<file path="src/rtl/mc_pkg.sv">
// Shared types and encodings for the multi-cycle accumulator-CPU controller.
package mc_pkg;

  typedef enum logic [3:0] {
    S_IDLE, S_START, S_FETCH, S_DECODE, S_FETCH2,
    S_MEMRD, S_REGRD, S_EXEC, S_WB, S_JUMP
  } state_t;

  typedef enum logic [1:0] {
    OP_MEM  = 2'd0,
    OP_REG  = 2'd1,
    OP_JMP  = 2'd2,
    OP_MISC = 2'd3
  } op_class_t;

  localparam logic [1:0] ALU_ADD = 2'b00;
  localparam logic [1:0] ALU_AND = 2'b01;
  localparam logic [1:0] ALU_SUB = 2'b10;

  localparam logic [1:0] COND_ALW = 2'd0;
  localparam logic [1:0] COND_C   = 2'd1;
  localparam logic [1:0] COND_Z   = 2'd2;
  localparam logic [1:0] COND_N   = 2'd3;

  localparam logic [1:0] MEM_LDA = 2'd0;
  localparam logic [1:0] MEM_STA = 2'd1;
  localparam logic [1:0] MEM_ADD = 2'd2;
  localparam logic [1:0] MEM_AND = 2'd3;

  localparam logic [1:0] REG_MOV = 2'd0;
  localparam logic [1:0] REG_ADD = 2'd1;
  localparam logic [1:0] REG_SUB = 2'd2;
  localparam logic [1:0] REG_AND = 2'd3;

  typedef struct packed {
    op_class_t  cls;
    logic [1:0] op;
    logic [1:0] cond;
    logic       is_call;
    logic       is_hlt;
    logic       is_ret;
  } dec_t;

  // czn is packed {C,Z,N}
  function automatic logic cond_met(input logic [1:0] cond, input logic [2:0] czn);
    case (cond)
      COND_C:  return czn[2];
      COND_Z:  return czn[1];
      COND_N:  return czn[0];
      default: return 1'b1;
    endcase
  endfunction

endpackage

</file>
<file path="src/rtl/multicycle_ctrl_if.sv">
// Control/handshake bundle between the multi-cycle controller (master) and the datapath/memory (slave).
interface multicycle_ctrl_if #(
  parameter int unsigned ACC_COUNT = 4
) ();
  localparam int unsigned ACC_SEL_W = $clog2(ACC_COUNT);

  logic                 start;
  logic [7:0]           ir;
  logic [2:0]           czn;
  logic                 mem_ready;
  logic                 done;
  logic                 mem_req;
  logic                 mem_we;
  logic                 addr_sel;
  logic                 pc_inc;
  logic                 pc_ld;
  logic                 pc_src;
  logic                 link_we;
  logic                 ir_we;
  logic                 tr_we;
  logic                 a_we;
  logic                 b_we;
  logic                 b_src;
  logic [ACC_SEL_W-1:0] acc_sel;
  logic                 acc_we;
  logic                 a_zero;
  logic                 b_zero;
  logic [1:0]           alu_op;
  logic                 alu_res_we;
  logic                 czn_we;

  modport master (
    input  start, ir, czn, mem_ready,
    output done, mem_req, mem_we, addr_sel, pc_inc, pc_ld, pc_src, link_we,
           ir_we, tr_we, a_we, b_we, b_src, acc_sel, acc_we, a_zero, b_zero,
           alu_op, alu_res_we, czn_we
  );

  modport slave (
    output start, ir, czn, mem_ready,
    input  done, mem_req, mem_we, addr_sel, pc_inc, pc_ld, pc_src, link_we,
           ir_we, tr_we, a_we, b_we, b_src, acc_sel, acc_we, a_zero, b_zero,
           alu_op, alu_res_we, czn_we
  );
endinterface

</file>
<file path="src/rtl/mc_decode.sv">
// Combinational opcode decoder: ir -> class, op, condition, call/HLT/RET flags and source accumulator.
// MC_CTRL_CALL_EN enables call (jump with ir[2]=1) and RET; otherwise both flags stay 0.
module mc_decode
  import mc_pkg::*;
#(
  parameter int unsigned ACC_COUNT = 4,
  localparam int unsigned ACC_SEL_W = $clog2(ACC_COUNT)
) (
  input  logic [7:0]           i_ir,
  output dec_t                 o_dec,
  output logic [ACC_SEL_W-1:0] o_src
);

  // NOTE: every always_comb output gets a default first so no path can infer a latch.
  always_comb begin
    o_dec = '0;
    case (i_ir[7:5])
      3'b100, 3'b101: o_dec.cls = OP_REG;
      3'b110:         o_dec.cls = OP_JMP;
      3'b111:         o_dec.cls = OP_MISC;
      default:        o_dec.cls = OP_MEM;
    endcase
    o_dec.op     = (o_dec.cls == OP_MEM) ? i_ir[6:5] : i_ir[4:3];
    o_dec.cond   = i_ir[4:3];
    o_dec.is_hlt = (o_dec.cls == OP_MISC) && (i_ir[1:0] == 2'b01);
`ifdef MC_CTRL_CALL_EN
    o_dec.is_call = (o_dec.cls == OP_JMP) && i_ir[2];
    o_dec.is_ret  = (o_dec.cls == OP_MISC) && (i_ir[1:0] == 2'b10);
`else
    o_dec.is_call = 1'b0;
    o_dec.is_ret  = 1'b0;
`endif
  end

`ifndef MC_CTRL_CALL_EN
  logic w_unused_call_bit;
  assign w_unused_call_bit = i_ir[2];
`endif

  // Non-power-of-two files wrap the register field back into range.
  assign o_src = ACC_SEL_W'(32'(i_ir[ACC_SEL_W-1:0]) % ACC_COUNT);

endmodule

</file>
<file path="src/rtl/multicycle_ctrl.sv">
// Multi-cycle control FSM: fetch/decode/operand/execute/write-back over a shared memory with wait states.
// Call/RET support is compiled in with MC_CTRL_CALL_EN (handled in mc_decode).
module multicycle_ctrl
  import mc_pkg::*;
#(
  parameter int unsigned ACC_COUNT = 4
) (
  input  logic             clk,
  input  logic             rst,
  multicycle_ctrl_if.master bus
);

  localparam int unsigned ACC_SEL_W = $clog2(ACC_COUNT);

  state_t               r_state;
  state_t               w_state_nxt;
  dec_t                 w_dec;
  logic [ACC_SEL_W-1:0] w_src;
  logic                 w_take;
  logic                 w_sta;

  mc_decode #(.ACC_COUNT(ACC_COUNT)) u_decode (
    .i_ir  (bus.ir),
    .o_dec (w_dec),
    .o_src (w_src)
  );

  assign w_take = cond_met(w_dec.cond, bus.czn);
  assign w_sta  = (w_dec.cls == OP_MEM) && (w_dec.op == MEM_STA);

  // NOTE: sequential state uses non-blocking assignments so every flop samples pre-edge values.
  always_ff @(posedge clk or negedge rst) begin
    if (!rst) r_state <= S_IDLE;
    else      r_state <= w_state_nxt;
  end

  always_comb begin
    w_state_nxt    = r_state;
    bus.done       = 1'b0;
    bus.mem_req    = 1'b0;
    bus.mem_we     = 1'b0;
    bus.addr_sel   = 1'b0;
    bus.pc_inc     = 1'b0;
    bus.pc_ld      = 1'b0;
    bus.pc_src     = 1'b0;
    bus.link_we    = 1'b0;
    bus.ir_we      = 1'b0;
    bus.tr_we      = 1'b0;
    bus.a_we       = 1'b0;
    bus.b_we       = 1'b0;
    bus.b_src      = 1'b0;
    bus.acc_sel    = '0;
    bus.acc_we     = 1'b0;
    bus.a_zero     = 1'b0;
    bus.b_zero     = 1'b0;
    bus.alu_op     = ALU_ADD;
    bus.alu_res_we = 1'b0;
    bus.czn_we     = 1'b0;

    case (r_state)
      S_IDLE: begin
        bus.done = 1'b1;
        if (bus.start) w_state_nxt = S_START;
      end
      S_START: if (!bus.start) w_state_nxt = S_FETCH;
      S_FETCH: begin
        bus.mem_req = 1'b1;
        if (bus.mem_ready) begin
          bus.ir_we   = 1'b1;
          bus.pc_inc  = 1'b1;
          w_state_nxt = S_DECODE;
        end
      end
      S_DECODE: begin
        case (w_dec.cls)
          OP_MEM, OP_JMP: w_state_nxt = S_FETCH2;
          OP_REG:         w_state_nxt = S_REGRD;
          default: begin
            if (w_dec.is_hlt)      w_state_nxt = S_IDLE;
            else if (w_dec.is_ret) w_state_nxt = S_JUMP;
            else                   w_state_nxt = S_FETCH;
          end
        endcase
      end
      S_FETCH2: begin
        bus.mem_req = 1'b1;
        if (bus.mem_ready) begin
          bus.tr_we   = 1'b1;
          bus.pc_inc  = 1'b1;
          w_state_nxt = (w_dec.cls == OP_JMP) ? S_JUMP : S_MEMRD;
        end
      end
      S_MEMRD: begin
        if (w_sta) begin
          bus.a_we    = 1'b1;
          w_state_nxt = S_EXEC;
        end else begin
          bus.mem_req  = 1'b1;
          bus.addr_sel = 1'b1;
          if (bus.mem_ready) begin
            bus.b_we    = 1'b1;
            bus.b_src   = 1'b1;
            bus.a_we    = 1'b1;
            w_state_nxt = S_EXEC;
          end
        end
      end
      S_REGRD: begin
        bus.b_we    = 1'b1;
        bus.acc_sel = w_src;
        bus.a_we    = 1'b1;
        w_state_nxt = S_EXEC;
      end
      S_EXEC: begin
        bus.alu_res_we = 1'b1;
        w_state_nxt    = S_WB;
        if (w_dec.cls == OP_MEM) begin
          case (w_dec.op)
            MEM_LDA: bus.a_zero = 1'b1;
            MEM_STA: bus.b_zero = 1'b1;
            MEM_ADD: bus.czn_we = 1'b1;
            default: begin bus.alu_op = ALU_AND; bus.czn_we = 1'b1; end
          endcase
        end else begin
          case (w_dec.op)
            REG_MOV: bus.a_zero = 1'b1;
            REG_ADD: bus.czn_we = 1'b1;
            REG_SUB: begin bus.alu_op = ALU_SUB; bus.czn_we = 1'b1; end
            default: begin bus.alu_op = ALU_AND; bus.czn_we = 1'b1; end
          endcase
        end
      end
      S_WB: begin
        if (w_sta) begin
          bus.mem_req  = 1'b1;
          bus.mem_we   = 1'b1;
          bus.addr_sel = 1'b1;
          if (bus.mem_ready) w_state_nxt = S_FETCH;
        end else begin
          bus.acc_we  = 1'b1;
          w_state_nxt = S_FETCH;
        end
      end
      S_JUMP: begin
        w_state_nxt = S_FETCH;
        if (w_dec.is_ret) begin
          bus.pc_ld  = 1'b1;
          bus.pc_src = 1'b1;
        end else begin
          bus.pc_ld   = w_take;
          bus.link_we = w_take & w_dec.is_call;
        end
      end
      default: w_state_nxt = S_IDLE;
    endcase
  end

endmodule

</file>
<file path="src/flat_wrapper.sv">
// flat-port wrapper written by rule: the top's interface ports become plain ports
module multicycle_ctrl_flat import mc_pkg::*;
#(
  parameter int unsigned ACC_COUNT = 4
)
  (clk, rst, bus_start, bus_ir, bus_czn, bus_mem_ready, bus_done, bus_mem_req, bus_mem_we, bus_addr_sel, bus_pc_inc, bus_pc_ld, bus_pc_src, bus_link_we, bus_ir_we, bus_tr_we, bus_a_we, bus_b_we, bus_b_src, bus_acc_sel, bus_acc_we, bus_a_zero, bus_b_zero, bus_alu_op, bus_alu_res_we, bus_czn_we);
  multicycle_ctrl_if #(.ACC_COUNT(ACC_COUNT)) bus_i ();
  input  logic clk;
  input  logic rst;
  input wire logic [$bits(bus_i.start)-1:0] bus_start;
  input wire logic [$bits(bus_i.ir)-1:0] bus_ir;
  input wire logic [$bits(bus_i.czn)-1:0] bus_czn;
  input wire logic [$bits(bus_i.mem_ready)-1:0] bus_mem_ready;
  output wire logic [$bits(bus_i.done)-1:0] bus_done;
  output wire logic [$bits(bus_i.mem_req)-1:0] bus_mem_req;
  output wire logic [$bits(bus_i.mem_we)-1:0] bus_mem_we;
  output wire logic [$bits(bus_i.addr_sel)-1:0] bus_addr_sel;
  output wire logic [$bits(bus_i.pc_inc)-1:0] bus_pc_inc;
  output wire logic [$bits(bus_i.pc_ld)-1:0] bus_pc_ld;
  output wire logic [$bits(bus_i.pc_src)-1:0] bus_pc_src;
  output wire logic [$bits(bus_i.link_we)-1:0] bus_link_we;
  output wire logic [$bits(bus_i.ir_we)-1:0] bus_ir_we;
  output wire logic [$bits(bus_i.tr_we)-1:0] bus_tr_we;
  output wire logic [$bits(bus_i.a_we)-1:0] bus_a_we;
  output wire logic [$bits(bus_i.b_we)-1:0] bus_b_we;
  output wire logic [$bits(bus_i.b_src)-1:0] bus_b_src;
  output wire logic [$bits(bus_i.acc_sel)-1:0] bus_acc_sel;
  output wire logic [$bits(bus_i.acc_we)-1:0] bus_acc_we;
  output wire logic [$bits(bus_i.a_zero)-1:0] bus_a_zero;
  output wire logic [$bits(bus_i.b_zero)-1:0] bus_b_zero;
  output wire logic [$bits(bus_i.alu_op)-1:0] bus_alu_op;
  output wire logic [$bits(bus_i.alu_res_we)-1:0] bus_alu_res_we;
  output wire logic [$bits(bus_i.czn_we)-1:0] bus_czn_we;
  assign bus_i.start = bus_start;
  assign bus_i.ir = bus_ir;
  assign bus_i.czn = bus_czn;
  assign bus_i.mem_ready = bus_mem_ready;
  assign bus_done = bus_i.done;
  assign bus_mem_req = bus_i.mem_req;
  assign bus_mem_we = bus_i.mem_we;
  assign bus_addr_sel = bus_i.addr_sel;
  assign bus_pc_inc = bus_i.pc_inc;
  assign bus_pc_ld = bus_i.pc_ld;
  assign bus_pc_src = bus_i.pc_src;
  assign bus_link_we = bus_i.link_we;
  assign bus_ir_we = bus_i.ir_we;
  assign bus_tr_we = bus_i.tr_we;
  assign bus_a_we = bus_i.a_we;
  assign bus_b_we = bus_i.b_we;
  assign bus_b_src = bus_i.b_src;
  assign bus_acc_sel = bus_i.acc_sel;
  assign bus_acc_we = bus_i.acc_we;
  assign bus_a_zero = bus_i.a_zero;
  assign bus_b_zero = bus_i.b_zero;
  assign bus_alu_op = bus_i.alu_op;
  assign bus_alu_res_we = bus_i.alu_res_we;
  assign bus_czn_we = bus_i.czn_we;
  multicycle_ctrl #(.ACC_COUNT(ACC_COUNT)) u_core (.clk(clk), .rst(rst), .bus(bus_i));
endmodule
</file>
<file path="config.mk">
export PLATFORM = sky130hd
export DESIGN_NAME = multicycle_ctrl_flat
export DESIGN_NICKNAME = d
export VERILOG_FILES = /design/src/rtl/mc_pkg.sv /design/src/rtl/multicycle_ctrl_if.sv /design/src/rtl/mc_decode.sv /design/src/rtl/multicycle_ctrl.sv /design/src/flat_wrapper.sv
export SDC_FILE = /design/constraint.sdc
export NUM_CORES = 1
export LEC_CHECK = 0
export ABC_AREA = 1
export BUFFER_PORTS_ARGS = -buffer_cell sky130_fd_sc_hd__buf_2
export CORE_MARGIN = 2
export CORE_UTILIZATION = 44
export CTS_BUF_LIST = sky130_fd_sc_hd__clkbuf_16
export CTS_CLUSTER_SIZE = 25
export DETAILED_ROUTE_END_ITERATION = 10
export PLACE_DENSITY = 0.78
export REMOVE_ABC_BUFFERS = 1
export SLEW_MARGIN = 10
export SYNTH_ARGS = -nofsm -noshare
export SYNTH_HDL_FRONTEND = slang
export SYNTH_HIERARCHICAL = 1
export SYNTH_SLANG_ARGS = --single-unit
</file>
<file path="constraint.sdc">
create_clock -name clk -period 1.4 [get_ports clk]
set_input_delay 0.14 -clock clk [delete_from_list [all_inputs] [get_ports clk]]
set_output_delay 0.14 -clock clk [all_outputs]
set_load 0.03 [all_outputs]
</file>
==> reports/metrics.csv <==
stage,metric,value,unit
run_status,run_status,finished with violations,
run_status,violations,negative setup slack,
power_and_ir_drop,power.density,1980,nW/um^2
job,max_cap_viol_count,0,
critical_path,r2r_end,u_core/r_state[3],
finish,reg_top3,u_core/r_state: 4 flops,
sta,worst_slack,-268,ps
routing,firstDrtPassIters,4,
routing,drt-total-wl,4340,um
finish,drive_above_1_share,0.564,
power_and_ir_drop,p_leak,0.738,nW
global_routing,track_usage,0.295,
floorplan,core_area,1520,um^2
hold_path,hp-class,in2async,
clock_tree,clk_latency,230,ps
yosys,async_reset_ff_frac,1.00,
floorplan,die_area,1990,um^2
yosys,synth-edff-count,0,
place,gp_congestion,0.891,
yosys,synth_seq_cells,4,
critical_path,rr_startpoint,u_core/r_state[0],
routing,first_iter_violations,109,
power_and_ir_drop,ir_worst_vdd,0.00144,V
critical_path,ff2ff_setup_slack,-200,ps
critical_path,cp.required,1260,ps
yosys,synth_ff_type,dfrtp_1,
floorplan,die_h,44.6,um
sta,min_period,1670,ps
sta,max_freq,599,MHz
sta,hold-worst-slack,277,ps
sta,grt_setup_unrepaired,true,
sta,setup_tns,-3360,ps
global_routing,grt_overflow,0,
critical_path,crit_arrival,1530,ps
place,place_ws,-101,ps
yosys,synth_area,724,um^2
global_routing,grt_max_degree,12,
finish,largest_reg_flops,4,
yosys,synth_seq_area_share,0.138,
sta,clock_skew,5.56,ps
finish,largest_register,u_core/r_state,
routing,wl_per_cell,21.3,um
sta,slew_headroom,0.619,
yosys,syn_inst,136,
critical_path,r2r_cells,8,
clock_tree,path_clk_slew,30,ps
sta,timing.final.crit_share,1.19,
finish,area_growth,95.9,%
floorplan,pin_count,37,
place,dp_hpwl,1790,um
yosys,yosys.cell_types.count,20,
routing,via_count,1304,
finish,layout.nets,205,
floorplan,initial_utilization,0.475,
sta,worst_pin_slew,569,ps
routing,viasPerCell,6.39,
clock_tree,cts_root_buffer,clkbuf_16,
global_routing,antenna_found_initial,0,
global_routing,grt_pass1_wl,4350,um
critical_path,end_kind,output port,
routing,drc,0,
sta,slew_violations,0,
clock_tree,cts_sinks,4,
clock_tree,cts_buffers,3,
critical_path,cp_max_fo,7,
critical_path,crit_type,in2out,
clock_tree,cts_tree,done,
global_routing,grt_pass1_vias,1119,
finish,diodes,0,
floorplan,rows,14,
sta,hold_violations,0,
sta,setup_viol,22,
yosys,syn-mean-instance-area,5.33,um^2
floorplan,fp.dieW,44.6,um
clock_tree,max-clock-path-buffers,2,
yosys,yosysWarningCount,6,
clock_tree,cts.htree.levels,1,
routing,postRouteAntennaNets,0,
critical_path,startpoint_type,primary input,
place,port_buffers,33,
## cell usage after synthesis, types with 4 or more instances
cell     instances  area, um^2
nor2_2           5        31.3
dfrtp_1          4         100
nor3_1           6        30.0
buf_4            6        45.0
nand3_1         16        80.1
nand2_2          5        31.3
o21ai_0          6        30.0
nand2_1         31         116
inv_1           22        82.6
nor2_1          22        82.6
## worst max-delay path: stages
cell and delay (ps):
buf_2 150, nand3_2 90, nand2_1 120, inv_1 110, nand2_1 60, nor2_1 380, nand2_2 180, nand3_2 160
buf_6 150
## per-layer routing
metal / wire, um / GRT usage
met1: 1490 / 0.289
met2: 2070 / 0.545
met3: 468 / 0.0939
met4: 314 / 0.152
met5: 0 / 0
## metrics by stage
step	std cells	util	instance area, um^2	total power (W)
6_report	204	0.931	1420	0.00281
2_1_floorplan	130	-	672	0.00105
5_1_grt	204	0.931	1420	0.00290
4_1_cts	198	0.775	1180	0.00220
3_5_place_dp	189	0.612	932	0.00142
3_3_place_gp	189	0.612	932	0.00139
## layout by cell type (no fill, tap or decap), types with 3 or more instances in the layout
| cell | n |
|---|---|
| nand2_1 | 24 |
| inv_1 | 16 |
| buf_6 | 13 |
| nand2_2 | 6 |
| nor3_1 | 3 |
| nor2_1 | 12 |
| o21ai_0 | 3 |
| nand3_1 | 14 |
| clkbuf_16 | 3 |
| nand3_2 | 3 |
| nand2_4 | 6 |
| nor2_4 | 14 |
| buf_4 | 28 |
| dfrtp_2 | 3 |
| buf_2 | 13 |
| inv_4 | 5 |
## worst max path at each step
stage | start | endpoint | slack, ps
3_3_place_gp | bus_ir[7] | bus_mem_req | -4
4_1_cts | u_core/r_state[2] | bus_alu_op[1] | -130
3_5_place_dp | bus_ir[7] | bus_czn_we | -100
5_1_grt | u_core/r_state[3] | bus_b_we | -290
6_report | bus_ir[7] | bus_mem_req | -270
2_1_floorplan | u_core/r_state[2] | bus_alu_op[1] | -470
## cells by family (layout without fill, tap and decap cells)
| kind of cell | Yosys count | after routing | synth area share |
|---|---|---|---|
| compound gates | 11 | 11 | 0.0864 |
| simple gates | 90 | 90 | 0.573 |
| flops | 4 | 4 | 0.138 |
| other cells | 1 | 2 | 0.00518 |
| buf+inv | 30 | 81 | 0.197 |
## layout make-up
cell class              instances  area [um^2]
clock buffers                   3         75.1
fillers                        54          105
inverters                      23         98.8
multi-input cells             103          689
flip-flops and latches          4          104
well taps                      16         20.0
repair buffers                 55          432
## power by group
part	internal, W	switching, W	leakage, nW	total, W
combinational	0.000761	0.00133	0.654	0.00209
sequential	0.000173	0.0000989	0.0473	0.000272
clock	0.000365	0.0000826	0.0370	0.000448
total	0.00130	0.00151	0.738	0.00281
## repair_timing
| item | in CTS | in global routing |
|---|---|---|
| endpoints found under the setup margin | 20 | 23 |
| hold endpoints to repair | 4 | 0 |
| gates resized for setup | 47 | 52 |
| buffers inserted | 5 | 6 |
| pin swaps | 9 | 10 |
| hold buffers | 1 | 0 |
Power figures use the tool's default switching activity.
